[src/rtl/regfile_pkg.sv]
// Shared types for the parametrised register file: clear/run state and depth derivation.
package regfile_pkg;

  typedef enum logic {
    ST_CLEAR = 1'b0,
    ST_RUN   = 1'b1
  } state_t;

  function automatic int depth_of(input int addr_w);
    return 1 << addr_w;
  endfunction

endpackage

[src/rtl/regfile_clear_fsm.sv]
// Post-reset clear sequencer: walks every entry once, then opens the register file for traffic.
module regfile_clear_fsm
  import regfile_pkg::*;
#(
  parameter int ADDR_W = 5
) (
  input  logic              clk,
  input  logic              reset,
  output logic              clr_we,
  output logic [ADDR_W-1:0] clr_addr,
  output logic              ready,
  output state_t            state
);

  logic [ADDR_W-1:0] clr_ptr;

  // The pointer holds at the last entry rather than wrapping; RUN is terminal until reset.
  always_ff @(posedge clk) begin
    if (reset) begin
      state   <= ST_CLEAR;
      clr_ptr <= '0;
      ready   <= 1'b0;
    end else if (state == ST_CLEAR) begin
      if (clr_ptr == '1) begin
        state <= ST_RUN;
        ready <= 1'b1;
      end else begin
        clr_ptr <= clr_ptr + 1'b1;
      end
    end
  end

  assign clr_we   = (state == ST_CLEAR) && !reset;
  assign clr_addr = clr_ptr;

endmodule

[src/rtl/regfile_param.sv]
// Two-read, one-write register file with hardwired zero, optional bypass and post-reset clear.
module regfile_param
  import regfile_pkg::*;
#(
  parameter int DATA_W   = 32,
  parameter int ADDR_W   = 5,
  parameter int ZERO_REG = 1,
  parameter int BYPASS   = 1
) (
  input  logic              clk,
  input  logic              reset,
  input  logic [ADDR_W-1:0] a1_in,
  input  logic [ADDR_W-1:0] a2_in,
  input  logic [ADDR_W-1:0] a3_in,
  input  logic [DATA_W-1:0] wd3_in,
  input  logic              we3,
  output logic [DATA_W-1:0] rd1_out,
  output logic [DATA_W-1:0] rd2_out,
  output logic              ready
);

  localparam int DEPTH = depth_of(ADDR_W);

  logic [DATA_W-1:0] mem [DEPTH];
  state_t            state;
  logic              clr_we;
  logic [ADDR_W-1:0] clr_addr;
  logic              run;
  logic              wr_ok;
  logic [DATA_W-1:0] rd1_nxt;
  logic [DATA_W-1:0] rd2_nxt;

  regfile_clear_fsm #(.ADDR_W(ADDR_W)) u_clear_fsm (
    .clk      (clk),
    .reset    (reset),
    .clr_we   (clr_we),
    .clr_addr (clr_addr),
    .ready    (ready),
    .state    (state)
  );

  assign run   = (state == ST_RUN);
  assign wr_ok = run && !reset && we3 && !((ZERO_REG != 0) && (a3_in == '0));

  // Reads see the pre-write array contents; the forwarded value only applies with BYPASS.
  always_comb begin
    rd1_nxt = mem[a1_in];
    rd2_nxt = mem[a2_in];
    if ((BYPASS != 0) && wr_ok && (a3_in == a1_in)) rd1_nxt = wd3_in;
    if ((BYPASS != 0) && wr_ok && (a3_in == a2_in)) rd2_nxt = wd3_in;
    if ((ZERO_REG != 0) && (a1_in == '0)) rd1_nxt = '0;
    if ((ZERO_REG != 0) && (a2_in == '0)) rd2_nxt = '0;
  end

  always_ff @(posedge clk) begin
    if (clr_we) begin
      mem[clr_addr] <= '0;
    end else if (wr_ok) begin
      mem[a3_in] <= wd3_in;
    end
  end

  always_ff @(posedge clk) begin
    if (reset || !run) begin
      rd1_out <= '0;
      rd2_out <= '0;
    end else begin
      rd1_out <= rd1_nxt;
      rd2_out <= rd2_nxt;
    end
  end

endmodule
[config.mk]
export PLATFORM = sky130hd
export DESIGN_NAME = regfile_param
export DESIGN_NICKNAME = d
export VERILOG_FILES = /design/src/rtl/regfile_pkg.sv /design/src/rtl/regfile_clear_fsm.sv /design/src/rtl/regfile_param.sv
export SDC_FILE = /design/constraint.sdc
export NUM_CORES = 1
export LEC_CHECK = 0
export CORE_UTILIZATION = 62
export DETAILED_ROUTE_END_ITERATION = 6
export PLACE_DENSITY_LB_ADDON = 0.2
export SETUP_SLACK_MARGIN = 0.1
export SLEW_MARGIN = 5
export SYNTH_ARGS = -nofsm -noshare
export SYNTH_HDL_FRONTEND = slang
export SYNTH_SLANG_ARGS = --single-unit
[constraint.sdc]
create_clock -name clk -period 5.25 [get_ports clk]
set_input_delay 1.05 -clock clk [delete_from_list [all_inputs] [get_ports clk]]
set_output_delay 1.05 -clock clk [all_outputs]
set_load 0.05 [all_outputs]
* Word-level counts from Yosys, hierarchy flattened
Memories as Yosys holds them, arrays and structs flattened. A register that Yosys moved wholly into a read port is not among the register bits.
Cells that the tools add are included.
** Cells by class
- Reductions and logical operators :: 16
- Bitwise logic cells :: 2
- Eq/ne operators :: 1
- Add/sub/neg operators :: 1
- Multiplexer cells :: 10
** Operators with widths (count)
- 32-bit 2-to-1 mux :: 1
- 32-bit OR reduction :: 1
- 5-bit logical NOT :: 3
- 1-bit 2-to-1 mux :: 8
- 5-bit by 1-bit adder with 5-bit output (second input constant) :: 1
- 5-bit == test (second input constant) :: 1
- 5-bit 2-to-1 mux :: 1
- 1-bit logical AND :: 4
- 2-bit AND reduction :: 2
- 2-bit OR reduction :: 2
- 1-bit logical NOT :: 3
- 1-bit NOT :: 2
- 1-bit logical OR :: 1
** Word-level totals
- Input port bits :: 50
- Output and inout bits :: 65
- Flip-flop bits (word level) :: 7
- Bits in writable memories :: 1024
- Memories :: 1
- Word-level logic and storage cells :: 34
** Memories
- mem :: words 32, width 32, rd ports 2, clocked after Yosys merged registers in 2, write ports 1, RTL line regfile_param.sv:24 : logic [DATA_W-1:0] mem [DEPTH];

* Logic depth before layout (Yosys ltp)
- Depth in word-level cells :: 9
- Depth in mapped cells :: 11
- Depth with buffers taken out :: 7

* Hierarchy
From an unflattened synthesis, not the netlist that was laid out.
** Second synthesis, totals
- Cells, all modules :: 2889
- Area, all modules :: 51045.2 um^2
** Modules (own cells, without submodules)
- regfile_param :: cells each 2857, sequential area each 32030.7 um^2, times used 1, area an instance 50751.2 um^2
- regfile_clear_fsm :: cells each 32, sequential area each 140.1 um^2, times used 1, area an instance 294.0 um^2

* Worst setup path before layout
OpenSTA, ideal clock, no wires.
- Kind :: input -> register
- Start point :: in reset
- End point :: mem mem[20][0] (enable)
- Path buffers :: 2
- Setup time :: 421 ps
- Required time :: 4829 ps
- Cell stages on the path :: 7
- Path slack :: 1171 ps
- Arrival time :: 3658 ps
- Cells stage by stage :: buf_6 > and3b_1 > buf_2 > mux2i_1 > and2_1 > or3_1 > nor2_1
** On the way
- Cells in the longest elaborated chain, start to end :: 9
- Elaborated cells on any way between the ends :: 13
- Classes of those cells :: 7 x mux; 6 x reduce/logical
** RTL lines
- start: declaration :: RTL line regfile_param.sv:11 : input logic reset,
- 1-bit logical NOT * :: RTL line regfile_clear_fsm.sv:33, regfile_param.sv:43
- 1-bit logical AND (3 in a row) :: RTL line regfile_param.sv:43 : assign wr_ok = run && !reset && we3 && !((ZERO_REG != 0) && (a3_in == '0));
- 1-bit 2-to-1 mux :: RTL line regfile_param.sv:58 : end else if (wr_ok) begin
- 1-bit 2-to-1 mux :: RTL line regfile_param.sv:56 : if (clr_we) begin
- 1-bit 2-to-1 mux (not written as such) :: RTL line regfile_param.sv:59 : mem[a3_in] <= wd3_in;
- 32-bit OR reduction (no line)
- 5-bit 2-to-1 mux (no line) / 1-bit 2-to-1 mux (equally long branches)
- end: declaration :: RTL line regfile_param.sv:24
Mark *: on every way between the ends. The rest lies on a longest branch, timed or not.

* Worst setup path in the final report
- Start point :: in a2_in[3]
- End point :: reg rd2_out[26] (read register of mem)
** On the way
- Cells in the longest elaborated chain, start to end :: 2
** RTL lines
- start: declaration :: RTL line regfile_param.sv:13 : input logic [ADDR_W-1:0] a2_in,
- 5-bit logical NOT :: RTL line regfile_param.sv:52 : if ((ZERO_REG != 0) && (a2_in == '0)) rd2_nxt = '0;
- 2-bit OR reduction (no line)
- end: declaration :: RTL line regfile_param.sv:18 : output logic [DATA_W-1:0] rd2_out,
Several ways; a longest one is shown, not always the timed one.
A chain may end at the register's enable or synchronous reset.

==> summary.md <==
| Metric | Value |
|---|---|
| Leading cell types in the layout, fill and taps excluded | edfxtp_1 (1024), mux4_2 (363), mux2i_1 (238) |
| Layout Nets | 3019 |
| RSZ-0062 raised after global routing | false |
| Largest net degree at the start of global routing | 90 |
| H-tree Lvls | 3 |
| Hold/Removal Path Class | flop to flop |
| Postcts setup bufs | 0 |
| Number of global-route vias before repair | 31500 |
| Met1 WL | 52.2 mm |
| Ys Warns | 0 |
| Hold worst-path end | u_clear_fsm.ready$_SDFFE_PP0P_ |
| Pwr per Cell Area | roughly 340 nW/um^2 |
| Share of cells above drive strength 1 | 0.282 |
| # IOs | 115 |
| Final Cell Area | 57200 sq um |
| Met2 Wirelength | 70.3 mm |
| Drt pass-1 iters | 6 |
| Fin util | 0.720 |
| Reg2reg path depth | 5 |
| Type of the worst setup path | primary input to flop |
| Finished Layout Cells | 4112 |
| Placed Area | around 53000 sq um |
| First-pass GRT wire length | 220 mm |
| Critical Path End Type | flop |
| Share of power burned in registers | 0.494 |
| Setup WS post-layout | 1.45 ns |
| Worst skew pair latency | 0.69 ns |
| GP Congestion | 1.01 |
| Register area share after synthesis | 0.643 |
| Row count | 103 |
| Worst VDD drop | 0.353 mV |
| Initial core utilization | 0.630 |
| Status | finished, final reports clean |
| DR iter-0 viols | 4893 |
| Max FO, Critical Path | 13 |
| Crit. Startpoint | a2_in[3] |
| Via total after detailed routing | 31300 |
| Number of synthesized register bits | 1095 |
| Multi-input gate area | between 15000 and 20000 sq um |
| Reg2Reg Capture Point | mem[7][29]$_DFFE_PP_ |
| Slew Viols, Final | 0 |
| Post-cts resize count | 0 |
| Uppermost layer routed | met5 |
| Final Skew | 0.0293 ns |
| Max-cap violations | 0 |
| Sw frac | 0.221 |
| Area Growth Syn to Fin | 14.3% |
| Clock-pin slew on the worst setup and hold paths | 0.07 ns |
| Yosys cell types | 58 |
| CTS Buf Count | 109 |
| Fin. Hold Viols | 0 |
| Initial antenna violation count | 1 |
| Critical path arrival | 4.40 ns |
| Core ar. | around 80000 sq um |
| # fillers | approximately 4700 |
| Pwr Total | approximately 19 mW |
| Worst flop-to-flop path startpoint | u_clear_fsm.state$_SDFF_PP0_ |
| Inst Count DP | about 3900 |
| Lkg Pwr | 17.0 nW |
| Mapped Cells | 2819 |
| Rel. slew slack | 0.153 |
| Net Sw Power | about 4.3 mW |
| Die Span X | about 290 um |
| DRC Markers | 0 |
| Commonest non-fill, non-tap cell in the layout | edfxtp_1 |
| Period utilization | 0.723 |
| Post-synth top flop | edfxtp_1 |
| Global-route usage over all layers | 0.377 |
| Sequential Area | approximately 32000 sq um |
| Comb power frac | 0.070 |
| Critical Path Start Type | primary input |
| Max Clk Rate | about 0.26 GHz |
| Synthesized net count | around 2900 |
| Final Critical Period | ~3.8 ns |
| Dpl hpwl | 94.2 mm |
| Die span in y | 286 um |
| Clock buffer depth | 3 |
| Root buffer cell | clkbuf_16 |
| Setup-failing EPs final | 0 |
| # hold bufs at CTS | 0 |
| Min Hold Slack | 0.541 ns |
| Via/cell ratio | 7.60 |
| Hold path start | u_clear_fsm.ready$_SDFFE_PP0P_ |
| Port Buffer Count | about 110 |
| Clk pwr share | 0.436 |
| Asr flop ratio synth | 0 |
| Post-synthesis cell area | 50000 sq um |
| Routed WL | 152 mm |
| CTS tree | yes |
| # clock sinks | 1095 |
| Wirelength per Cell | 37.0 um |
| Worst hold stages | 2 |
| Slew @ Worst Pin | 1.27 ns |
| CP required | 5.85 ns |
| P_int | 15.0 mW |
| TNS Setup | 0 ns |
| Met3 WL | between 15 and 20 mm |
| ANT nets after route | 0 |
| R2r setup slk | 1.92 ns |
| Dpl ws | 0.937 ns |
| Post-Syn Area per Cell | 17.8 sq um |
| Post-synth EDFFs | a little over 1000 |
| Gr ovfl total | 0 |
| Die area | just over 80000 sq um |
-- final cells by class --
class / count / share of cell area
clock inverters: 65 / 0.0155
well taps: 1050 / 0.0230
flip-flops and latches: 1095 / 0.562
clock buffers: 138 / 0.0514
repair buffers: 277 / 0.0477
inverters: 40 / 0.00263
multi-input cells: 1444 / 0.297
diodes: 3 / 0.000131
-- power groups by stage --
| stage | combinational [mW] | sequential (mW) | clock, mW |
|---|---|---|---|
| finish | 1.35 | 9.49 | 8.38 |
| global route | 1.37 | 9.50 | 8.69 |
| CTS | 1.31 | 9.49 | 8.37 |
| global placement | 1.29 | 9.67 | 0 |
| floorplan | 0.795 | 9.67 | 0 |
| detailed placement | 1.30 | 9.68 | 0 |
-- worst max-delay path by stage --
stage	depth (start not counted)	end
CTS	7	mem[7][16]$_DFFE_PP_
floorplan	7	mem[20][0]$_DFFE_PP_
finish	7	rd2_out[26]$_SDFF_PP0_
global placement	7	mem[6][28]$_DFFE_PP_
detailed placement	7	mem[7][25]$_DFFE_PP_
global route	7	rd2_out[26]$_SDFF_PP0_
-- cells in the mapped netlist, types with 2 or more instances --
| library cell | instances | area [sq um] |
|---|---|---|
| edfxtp_1 | 1024 | 30700 |
| mux4_2 | 363 | 8180 |
| mux2i_1 | 238 | 2380 |
| a22oi_1 | 136 | 1020 |
| clkbuf_1 | 127 | 477 |
| nand3_1 | 95 | 475 |
| buf_2 | 82 | 410 |
| nor2_1 | 75 | 282 |
| dfxtp_1 | 71 | 1420 |
| mux2_2 | 62 | 698 |
| o22ai_1 | 62 | 388 |
| a22o_1 | 59 | 517 |
| a221oi_1 | 58 | 508 |
| nand2_1 | 50 | 188 |
| a211oi_2 | 40 | 500 |
| a21oi_1 | 40 | 200 |
| inv_1 | 40 | 150 |
| a31oi_1 | 33 | 206 |
| o41ai_1 | 31 | 272 |
| a211oi_1 | 25 | 188 |
| buf_1 | 16 | 60.1 |
| buf_4 | 8 | 60.1 |
| nand4_1 | 6 | 37.5 |
| nor2b_1 | 6 | 37.5 |
| and2_1 | 5 | 31.3 |
| and3_1 | 5 | 31.3 |
| nor3b_1 | 5 | 37.5 |
| o21ai_0 | 5 | 25.0 |
| xnor2_1 | 5 | 43.8 |
| buf_6 | 4 | 45.0 |
| nor3_1 | 4 | 20.0 |
| or3_1 | 4 | 25.0 |
| buf_12 | 3 | 60.1 |
| o21ai_1 | 3 | 15.0 |
| a311oi_2 | 2 | 30.0 |
| and3b_1 | 2 | 17.5 |
| ha_1 | 2 | 25.0 |
| o32ai_1 | 2 | 17.5 |
| or4_1 | 2 | 15.0 |
-- per-layer routing --
| layer | global-route usage | vias up |
|---|---|---|
| li1 | - | 12300 |
| met1 | 0.501 | 15900 |
| met2 | 0.575 | 2602 |
| met3 | 0.0801 | 480 |
| met4 | 0.239 | 2 |
| met5 | 0 | - |
-- flip-flops by register name, summed over array words and instances (netlist names) --
register	count
mem	1024
rd1_out	32
rd2_out	32
u_clear_fsm.clr_addr	5
u_clear_fsm.ready	1
u_clear_fsm.state	1
-- cells by family (layout without fill, tap and decap cells) --
family | after synthesis | count (layout) | share of synthesized area
AOI/OAI and AO/OA | 506 | 506 | 0.0799
xor gates and xnor gates | 6 | 6 | 0.00105
muxes | 663 | 663 | 0.225
DFF | 1095 | 1095 | 0.643
adders and majority gates | 2 | 2 | 0.000500
other | 0 | 3 | 0
and+or+nand+nor | 267 | 267 | 0.0256
buffers and inverters | 280 | 520 | 0.0252
-- worst max-delay path, cell delays in order --
cell and delay, ns:
clkdlybuf4s50_1 0.87, nand3b_1 0.67, buf_4 0.32, o22ai_1 0.12, o41ai_1 0.96, a31oi_1 0.19
a211oi_2 0.20
Note: power is estimated with default switching activity, not from simulation.
